`config.mk`:
```
export PLATFORM = sky130hd
export DESIGN_NAME = imem_boot_loader
export DESIGN_NICKNAME = d
export VERILOG_FILES = /design/src/rtl/imem_boot_loader_pkg.sv /design/src/rtl/imem_boot_loader_byte_serializer.sv /design/src/rtl/imem_boot_loader.sv
export SDC_FILE = /design/constraint.sdc
export NUM_CORES = 1
export LEC_CHECK = 0
export ABC_CLOCK_PERIOD_IN_PS = 2100
export CAP_MARGIN = 20
export CELL_PAD_IN_SITES_DETAIL_PLACEMENT = 0
export CELL_PAD_IN_SITES_GLOBAL_PLACEMENT = 1
export CORE_MARGIN = 8
export CORE_UTILIZATION = 39
export DETAILED_ROUTE_END_ITERATION = 8
export GPL_ROUTABILITY_DRIVEN = 0
export GPL_TIMING_DRIVEN = 0
export PLACE_DENSITY = 0.91
export SETUP_SLACK_MARGIN = 0.2
export SYNTH_ARGS = -nofsm -noshare
export SYNTH_HDL_FRONTEND = slang
export SYNTH_SLANG_ARGS = --single-unit
```
`constraint.sdc`:
```
create_clock -name clk_i -period 2.1 [get_ports clk_i]
set_input_delay 0.63 -clock clk_i [delete_from_list [all_inputs] [get_ports clk_i]]
set_output_delay 0.63 -clock clk_i [all_outputs]
set_load 0.01 [all_outputs]
```
`src/rtl/imem_boot_loader_pkg.sv`:
```
// Shared definitions for the instruction-memory boot loader: FSM state
// encodings, word/byte geometry and a byte-lane extraction helper.
// Data-memory loaders and the core reuse these.
package imem_boot_loader_pkg;

  typedef enum logic [1:0] {
    ST_IDLE  = 2'd0,
    ST_LOAD  = 2'd1,
    ST_WRITE = 2'd2,
    ST_DONE  = 2'd3
  } state_e;

  localparam int BYTES_PER_WORD = 4;
  localparam int BYTE_W         = 8;
  localparam int WORD_W         = 32;
  localparam int COUNT_W        = 6;

  localparam logic [1:0] BYTE_IDX_FIRST = 2'd0;
  localparam logic [1:0] BYTE_IDX_LAST  = 2'd3;

  // Little-endian byte lane select: lane 0 is word[7:0].
  function automatic logic [BYTE_W-1:0] byte_lane(input logic [WORD_W-1:0] word,
                                                  input logic [1:0]        idx);
    logic [BYTE_W-1:0] b;
    case (idx)
      2'd0:    b = word[7:0];
      2'd1:    b = word[15:8];
      2'd2:    b = word[23:16];
      2'd3:    b = word[31:24];
      default: b = word[7:0];
    endcase
    return b;
  endfunction

endpackage

```
`src/rtl/imem_boot_loader_byte_serializer.sv`:
```
// Word capture register plus 2-bit byte index. On load_i it captures a word
// and emits its four bytes (lane 0 first) on four consecutive cycles with
// we_o high. byte_o holds its last value while we_o is low.
module imem_boot_loader_byte_serializer
  import imem_boot_loader_pkg::*;
(
  input  logic              clk_i,
  input  logic              rst_ni,
  input  logic              load_i,
  input  logic [WORD_W-1:0] word_i,
  output logic [BYTE_W-1:0] byte_o,
  output logic              we_o,
  output logic              last_byte_o
);

  logic [WORD_W-1:0] word_q, word_d;
  logic [1:0]        idx_q, idx_d;
  logic              we_q, we_d;
  logic [BYTE_W-1:0] byte_q, byte_d;

  // Next-state: load a new word, step to the next lane, or stop after lane 3.
  always_comb begin
    word_d = word_q;
    idx_d  = idx_q;
    we_d   = we_q;
    byte_d = byte_q;
    if (load_i) begin
      word_d = word_i;
      idx_d  = BYTE_IDX_FIRST;
      we_d   = 1'b1;
      byte_d = byte_lane(word_i, BYTE_IDX_FIRST);
    end else if (we_q && (idx_q != BYTE_IDX_LAST)) begin
      idx_d  = idx_q + 2'd1;
      byte_d = byte_lane(word_q, idx_q + 2'd1);
    end else if (we_q) begin
      we_d = 1'b0;
    end else begin
      we_d = 1'b0;
    end
  end

  // Serializer state registers.
  always_ff @(posedge clk_i or negedge rst_ni) begin
    if (!rst_ni) begin
      word_q <= 32'd0;
      idx_q  <= 2'd0;
      we_q   <= 1'b0;
      byte_q <= 8'd0;
    end else begin
      word_q <= word_d;
      idx_q  <= idx_d;
      we_q   <= we_d;
      byte_q <= byte_d;
    end
  end

  assign byte_o      = byte_q;
  assign we_o        = we_q;
  assign last_byte_o = we_q && (idx_q == BYTE_IDX_LAST);

endmodule

```
`src/rtl/imem_boot_loader.sv`:
```
// Boot sequencer for the byte-wide instruction memory. Accepts 32-bit words
// on a valid/ready stream, writes each as four little-endian byte writes and
// holds the core in reset until the program is loaded.
// Optional feature: define IMEM_LOAD_CHECKSUM_EN to add checksum_o, the
// mod-2^32 sum of all words accepted in the current load.
module imem_boot_loader
  import imem_boot_loader_pkg::*;
#(
  parameter int ADDR_W    = 7,
  parameter int MAX_WORDS = 32,
  parameter int BASE_ADDR = 0
) (
  input  logic               clk_i,
  input  logic               rst_ni,
  input  logic               start_i,
  input  logic [WORD_W-1:0]  word_in_i,
  input  logic               word_valid_i,
  input  logic               word_last_i,
  output logic               word_ready_o,
  output logic               mem_we_o,
  output logic [ADDR_W-1:0]  mem_addr_o,
  output logic [BYTE_W-1:0]  mem_wdata_o,
  output logic               core_rst_o,
  output logic               done_o,
  output logic               err_o,
  output logic [COUNT_W-1:0] word_count_o
`ifdef IMEM_LOAD_CHECKSUM_EN
  ,
  output logic [WORD_W-1:0]  checksum_o
`endif
);

  localparam logic [COUNT_W-1:0] MAX_CNT = COUNT_W'(MAX_WORDS);

  state_e             state_q;
  logic               ready_q;
  logic [ADDR_W-1:0]  addr_q;
  logic               last_q;
  logic               core_rst_q;
  logic               done_q;
  logic               err_q;
  logic [COUNT_W-1:0] count_q;

  logic               accept_s;
  logic               start_s;
  logic [ADDR_W-1:0]  word_addr_s;
  logic [COUNT_W-1:0] count_inc_s;
  logic [BYTE_W-1:0]  ser_byte_s;
  logic               ser_we_s;
  logic               ser_last_s;

  // start only matters when no load is in flight.
  assign start_s     = start_i && ((state_q == ST_IDLE) || (state_q == ST_DONE));
  assign accept_s    = (state_q == ST_LOAD) && ready_q && word_valid_i;
  // Byte address of lane 0 of the word being accepted, wrapping at 2^ADDR_W.
  assign word_addr_s = ADDR_W'(BASE_ADDR) + ADDR_W'({count_q, 2'b00});
  assign count_inc_s = count_q + 6'd1;

  imem_boot_loader_byte_serializer u_ser (
    .clk_i       (clk_i),
    .rst_ni      (rst_ni),
    .load_i      (accept_s),
    .word_i      (word_in_i),
    .byte_o      (ser_byte_s),
    .we_o        (ser_we_s),
    .last_byte_o (ser_last_s)
  );

  // Load sequencer: handshake, address generation, word count and core reset control.
  always_ff @(posedge clk_i or negedge rst_ni) begin
    if (!rst_ni) begin
      state_q    <= ST_IDLE;
      ready_q    <= 1'b0;
      addr_q     <= '0;
      last_q     <= 1'b0;
      core_rst_q <= 1'b1;
      done_q     <= 1'b0;
      err_q      <= 1'b0;
      count_q    <= 6'd0;
    end else begin
      case (state_q)
        ST_IDLE, ST_DONE: begin
          if (start_s) begin
            state_q    <= ST_LOAD;
            ready_q    <= 1'b1;
            core_rst_q <= 1'b1;
            done_q     <= 1'b0;
            err_q      <= 1'b0;
            count_q    <= 6'd0;
          end else begin
            ready_q <= 1'b0;
          end
        end
        ST_LOAD: begin
          if (accept_s) begin
            state_q <= ST_WRITE;
            ready_q <= 1'b0;
            last_q  <= word_last_i;
            addr_q  <= word_addr_s;
          end else begin
            ready_q <= 1'b1;
          end
        end
        ST_WRITE: begin
          if (ser_last_s) begin
            count_q <= count_inc_s;
            if (last_q) begin
              state_q    <= ST_DONE;
              done_q     <= 1'b1;
              core_rst_q <= 1'b0;
            end else if (count_inc_s == MAX_CNT) begin
              // Buffer full without an end marker: stop and flag it.
              state_q    <= ST_DONE;
              done_q     <= 1'b1;
              err_q      <= 1'b1;
              core_rst_q <= 1'b0;
            end else begin
              state_q <= ST_LOAD;
              ready_q <= 1'b1;
            end
          end else if (ser_we_s) begin
            addr_q <= addr_q + 7'(1);
          end else begin
            addr_q <= addr_q;
          end
        end
        default: begin
          state_q    <= ST_IDLE;
          ready_q    <= 1'b0;
          core_rst_q <= 1'b1;
          done_q     <= 1'b0;
          err_q      <= 1'b0;
        end
      endcase
    end
  end

`ifdef IMEM_LOAD_CHECKSUM_EN
  logic [WORD_W-1:0] checksum_q;

  // Running sum of accepted words, cleared when a new load begins.
  always_ff @(posedge clk_i or negedge rst_ni) begin
    if (!rst_ni) begin
      checksum_q <= 32'd0;
    end else if (start_s) begin
      checksum_q <= 32'd0;
    end else if (accept_s) begin
      checksum_q <= checksum_q + word_in_i;
    end else begin
      checksum_q <= checksum_q;
    end
  end

  assign checksum_o = checksum_q;
`endif

  assign word_ready_o = ready_q;
  assign mem_we_o     = ser_we_s;
  assign mem_addr_o   = addr_q;
  assign mem_wdata_o  = ser_byte_s;
  assign core_rst_o   = core_rst_q;
  assign done_o       = done_q;
  assign err_o        = err_q;
  assign word_count_o = count_q;

endmodule
```
; After elaboration in Yosys (flattened, before gate mapping)
; Cells that the tools add are included.
[word_totals]
input_bits = 37
elab_cells = 92
regBits = 63
output_inout_bits = 26
[op_classes]
n_reduce_logical = 19
muxes = 39
n_eq_ne = 19
addsub = 3
[op_table]
columns = op, n
row1 = one-hot mux 8 bit (4 select lines), 1
row2 = 2-to-1 mux 7 bit, 3
row3 = "inequality test 2 bit, second input constant", 9
row4 = 2-to-1 mux 1 bit, 17
row5 = 2-to-1 mux 8 bit, 2
row6 = 2-to-1 mux 2 bit, 7
row7 = one-hot mux 7 bit (2 select lines), 1
row8 = 2-to-1 mux 6 bit, 2
row9 = one-hot mux 6 bit (2 select lines), 1
row10 = "== test 2 bit, second input constant", 5
row11 = AND reduction 3 bit, 3
row12 = AND reduction 4 bit, 2
row13 = "adder 7 x 1 -> 7 bit, second input constant", 1
row14 = "adder 6 x 1 -> 6 bit, second input constant", 1
row15 = "== test 6 bit, second input constant", 1
row16 = one-hot mux 1 bit (2 select lines), 3
row17 = one-hot mux 2 bit (3 select lines), 1
row18 = nonzero test 2 bit, 3
row19 = logical AND 1 bit, 5
row20 = AND reduction 5 bit, 1
row21 = "== test 2 x 1 -> 1 bit, second input constant", 2
row22 = logical NOT 2 bit, 2
row23 = "inequality test 3 bit, second input constant", 1
row24 = one-hot mux 1 bit (3 select lines), 1
row25 = 5 further kinds, 5

; Logic depth before layout (Yosys ltp)
[logic_depth]
depth_word = 6
depth_mapped = 8
depth_no_buf = 7

; By module
; A second synthesis with hierarchy kept.
[unflattened]
hier_cells = 277
hier_area_um2 = 3174.3
[modules_own_cells]
columns = module, n_inst, area_each_um2, cells_each, seq_area_each_um2
row1 = imem_boot_loader_byte_serializer, 1, 1949.4, 141, 1076.0
row2 = imem_boot_loader, 1, 1224.9, 136, 501.7

; Worst setup path before layout
; OpenSTA, ideal clock, no wires.
[synth_timing]
path_kind = register to register
startpoint = register count_q[0], in the netlist word_count_o[0]
endpoint = register ready_q, in the netlist word_ready_o
t_required_ns = 1.972
setup_slack_ns = 0.373
path_buffers = 0
setup_ns = 0.128
t_arrival_ns = 1.599
period_less_slack_ns = 1.727
path_stages_with_launch = 6
path_cell_list = dfrtp_1 > ha_1 > or2b_1 > and4_4 > o22ai_2 > mux2_1
[synth_between]
elab_chain_cells = 4
[synth_rtl]
columns = item, line_no
row1 = from (decl), imem_boot_loader.sv:42  ; logic [COUNT_W-1:0] count_q;
row2 = from (signal assigned), imem_boot_loader.sv:106  ; count_q <= count_inc_s;
row3 = adder 6 x 1 -> 6 bit, imem_boot_loader.sv:57  ; assign count_inc_s = count_q + 6'd1;
row4 = == test 6 bit, imem_boot_loader.sv:111  ; end else if (count_inc_s == MAX_CNT) begin
row5 = inequality test 2 bit (no source line), n/a
row6 = AND reduction 3 bit (no source line), n/a
row7 = to (signal assigned), imem_boot_loader.sv:73  ; ready_q <= 1'b0;
row8 = to (signal assigned), imem_boot_loader.sv:119  ; ready_q <= 1'b1;
row9 = to (signal assigned), imem_boot_loader.sv:129  ; ready_q <= 1'b0;
row10 = to (decl), imem_boot_loader.sv:36  ; logic ready_q;
; No other way between the ends.
; A chain may end at the register's enable or synchronous reset.

; Final worst setup path
[layout_timing]
startpoint = register u_ser.byte_q[1], in the netlist u_ser.byte_o[1]
endpoint = output port mem_wdata_o[1]
[layout_rtl]
columns = item, line_no
row1 = from (decl), imem_boot_loader_byte_serializer.sv:19  ; logic [BYTE_W-1:0] byte_q, byte_d;
row2 = from (signal assigned), imem_boot_loader_byte_serializer.sv:53  ; byte_q <= byte_d;
row3 = to (decl), imem_boot_loader.sv:22  ; output logic [BYTE_W-1:0] mem_wdata_o,
; No word-level cell between the ends.

==> flow_metrics.env <==
export IMPL_synth_area_mm2=0.00311
export IMPL_grt_max_degree=64
export IMPL_drv_slew=0
export IMPL_slowest_delay_ns=0.54
export IMPL_leakage_nw=2.08
export IMPL_synthFlopType="dfrtp_1"
export IMPL_slew_headroom_pct=46.1
export IMPL_worst_pin_slew_ns=0.808
export IMPL_ctsHoldBuffers=0
export IMPL_setup_viol=0
export IMPL_min_period_ns=1.86
export IMPL_grt_pass1_vias=2828
export IMPL_clock_fmax_mhz=538
export IMPL_rows=32
export IMPL_die_width_um=105
export IMPL_grt_pass1_wl_um=13700
export IMPL_layout_setup_ws_ns=0.241
export IMPL_grt_overflow_total=0
export IMPL_hpwl_um=5830
export IMPL_antenna_left=0
export IMPL_clk_insertion_delay_late_ns=0.33
export IMPL_crit_fanout=2
export IMPL_post_dp_cell_area_mm2=0.00386
export IMPL_drt_iter0_markers=167
export IMPL_drive_above_1_share_pct=14.5
export IMPL_ys_types=49
export IMPL_drc=0
export IMPL_power_density_mw_per_mm2=1350
export IMPL_cp_end_kind="output port"
export IMPL_diodes=0
export IMPL_wl_per_cell_um=15.4
export IMPL_ys_warn_count=0
export IMPL_finalCritPeriodShare_pct=88.5
export IMPL_synthArstFlopShare_pct=100
export IMPL_maxCapViolations=0
export IMPL_fin_skew_ns=0.00600
export IMPL_vias_per_cell=5.17
export IMPL_avgSynthCellArea_um2=9.00
export IMPL_htreeDepth=3
export IMPL_worstPathArrival_ns=1.23
export IMPL_power_w=0.00566
export IMPL_slowest_stage="clkdlybuf4s50_1"
export IMPL_fp_coreArea_mm2=0.00773
export IMPL_finalHoldViolations=0
export IMPL_clk_pin_slew_ns=0.07
export IMPL_clockBufferDepth=2
export IMPL_hold_class="in2async"
export IMPL_critPathTopFamily="buffers and inverters"
export IMPL_final_cell_area_mm2=0.00419
export IMPL_cts_root_buf="clkbuf_8"
export IMPL_cts_buffers_inserted=9
export IMPL_cp_start_kind="flop"
export IMPL_groute_usage_overall_pct=15.1
export IMPL_syn_to_final_growth_pct=34.5
export IMPL_rsz0062_at_grt="yes"
export IMPL_die_h_um=105
export IMPL_tritoncts="done"
export IMPL_synth_edff_count=0
export IMPL_final_common_cell="nand2_1"
export IMPL_antenna_found_initial=0
export IMPL_first_pass_iters=7
export IMPL_io_pins=63
export IMPL_status="finished clean"
export IMPL_crit_type="reg2out"
export IMPL_whs_ns=0.375
export IMPL_routed_wl_um=8250
export IMPL_io_buffer_count=62
export IMPL_synth_seq_cells=63
export IMPL_cts_sinks=63
export IMPL_dp_slack_ns=-0.141
export IMPL_dieArea_mm2=0.0111
export IMPL_synth_nets=393
export IMPL_final_nets=475
export IMPL_crit_chain="clkdlybuf4s50_1"
export IMPL_crit_buf_inv=1
export IMPL_ir_drop_uv=487
export IMPL_initial_core_util_pct=40.3
export IMPL_worstPathRequired_ns=1.47
export IMPL_synth_seq_area_share_pct=50.7
export IMPL_final_cell_mix="nand2_1 (129), dfrtp_1 (59), clkdlybuf4s50_1 (43)"
export IMPL_synthCells=346
export IMPL_num_vias=2766
-- per-layer routing --
layer,up-vias,GRT usage (%),routed length (µm),share of wire [%]
met5,-,0,0,0
met4,0,5.81,121,1.5
met3,11,4.14,508,6.2
met2,93,25.1,4040,49
met1,1313,18.2,3580,43
li1,1349,-,-,-
-- through the flow --
stage | instances | util (%) | TNS [ns]
after floorplan | 346 | - | 0
final | 535 | 54.2 | 0
after global placement | 510 | 50.0 | -105.58
after CTS | 533 | 53.4 | 0
after detailed placement | 510 | 50.0 | -4.00
after global routing | 535 | 54.2 | 0
-- synthesized netlist by cell type (2+ instances only) --
library cell | n | area [µm²]
nand2_1 | 129 | 484
dfrtp_1 | 62 | 1550
o21ai_0 | 17 | 85.1
nor2_1 | 16 | 60.1
ha_1 | 10 | 125
a21oi_1 | 9 | 45.0
clkbuf_1 | 9 | 33.8
a222oi_1 | 8 | 80.1
a31oi_1 | 8 | 50.1
nand3_1 | 8 | 40.0
buf_2 | 7 | 35.0
inv_1 | 6 | 22.5
nor3_1 | 5 | 25.0
a22o_1 | 3 | 26.3
a22oi_1 | 3 | 22.5
o21a_1 | 3 | 22.5
o21ai_1 | 3 | 15.0
o31ai_1 | 3 | 22.5
a211o_1 | 2 | 17.5
a21o_1 | 2 | 15.0
buf_1 | 2 | 7.51
mux2i_1 | 2 | 20.0
nand3b_1 | 2 | 15.0
o32ai_1 | 2 | 17.5
-- power by group --
group / leakage [nW] / switching (W) / total [W] / internal [W]
combinational: 1.19 / 0.00140 / 0.00247 / 0.00107
sequential: 0.785 / 0.000327 / 0.00204 / 0.00171
clock: 0.107 / 0.000477 / 0.00115 / 0.000671
total: 2.08 / 0.00221 / 0.00566 / 0.00345
-- cells by family after synthesis --
group	count (synthesis)	synth area share [%]
AOI/OAI and AO/OA	72	16.6
xor gates and xnor gates	1	0.281
adders and majority gates	10	4.02
buffers and inverters	26	3.78
DFF	63	50.7
muxes	4	1.37
and+or+nand+nor	170	23.3
-- worst paths after layout --
| kind | from | endpoint | slack, ns | cells past startpoint |
|---|---|---|---|---|
| max | u_ser.byte_o[1] | mem_wdata_o[1] | 0.24 | 1 |
| min | rst_ni | word_count_o[4] | 0.37 | 1 |
| max reg2reg | u_ser.idx_q[1] | mem_addr_o[2] | 0.25 | 7 |
| min reg2reg | u_ser.word_q[0] | u_ser.word_q[0] | 0.48 | 2 |
| max in group asynchronous | rst_ni | word_count_o[1] | 1.16 | 1 |
| min in group clk_i | u_ser.word_q[0] | u_ser.word_q[0] | 0.48 | 2 |
-- layout make-up --
class | count | area, µm²
Timing Repair Buffer | 71 | 693
Clock inverter | 5 | 82.6
Clock buffer | 11 | 131
Inverter | 6 | 22.5
Sequential cell | 63 | 1580
Tap cell | 102 | 128
Fill cell | 718 | 3540
Multi-Input combinational cell | 257 | 1440
Buffer | 20 | 114
-- flip-flops by register name (all words and copies together) (netlist names) --
register and cells:
core_rst_o 1, done_o 1, err_o 1, last_q 1, mem_addr_o 7, state_q 2, u_ser.byte_o 8, u_ser.idx_q 2
u_ser.we_o 1, u_ser.word_q 32, word_count_o 6, word_ready_o 1
-- timing repair --
item,in CTS,in global routing
pin swaps,1,3
setup buffers,7,2
resized for setup,16,33
setup endpoints to repair,22,54
Note: power is estimated with default switching activity, not from simulation.
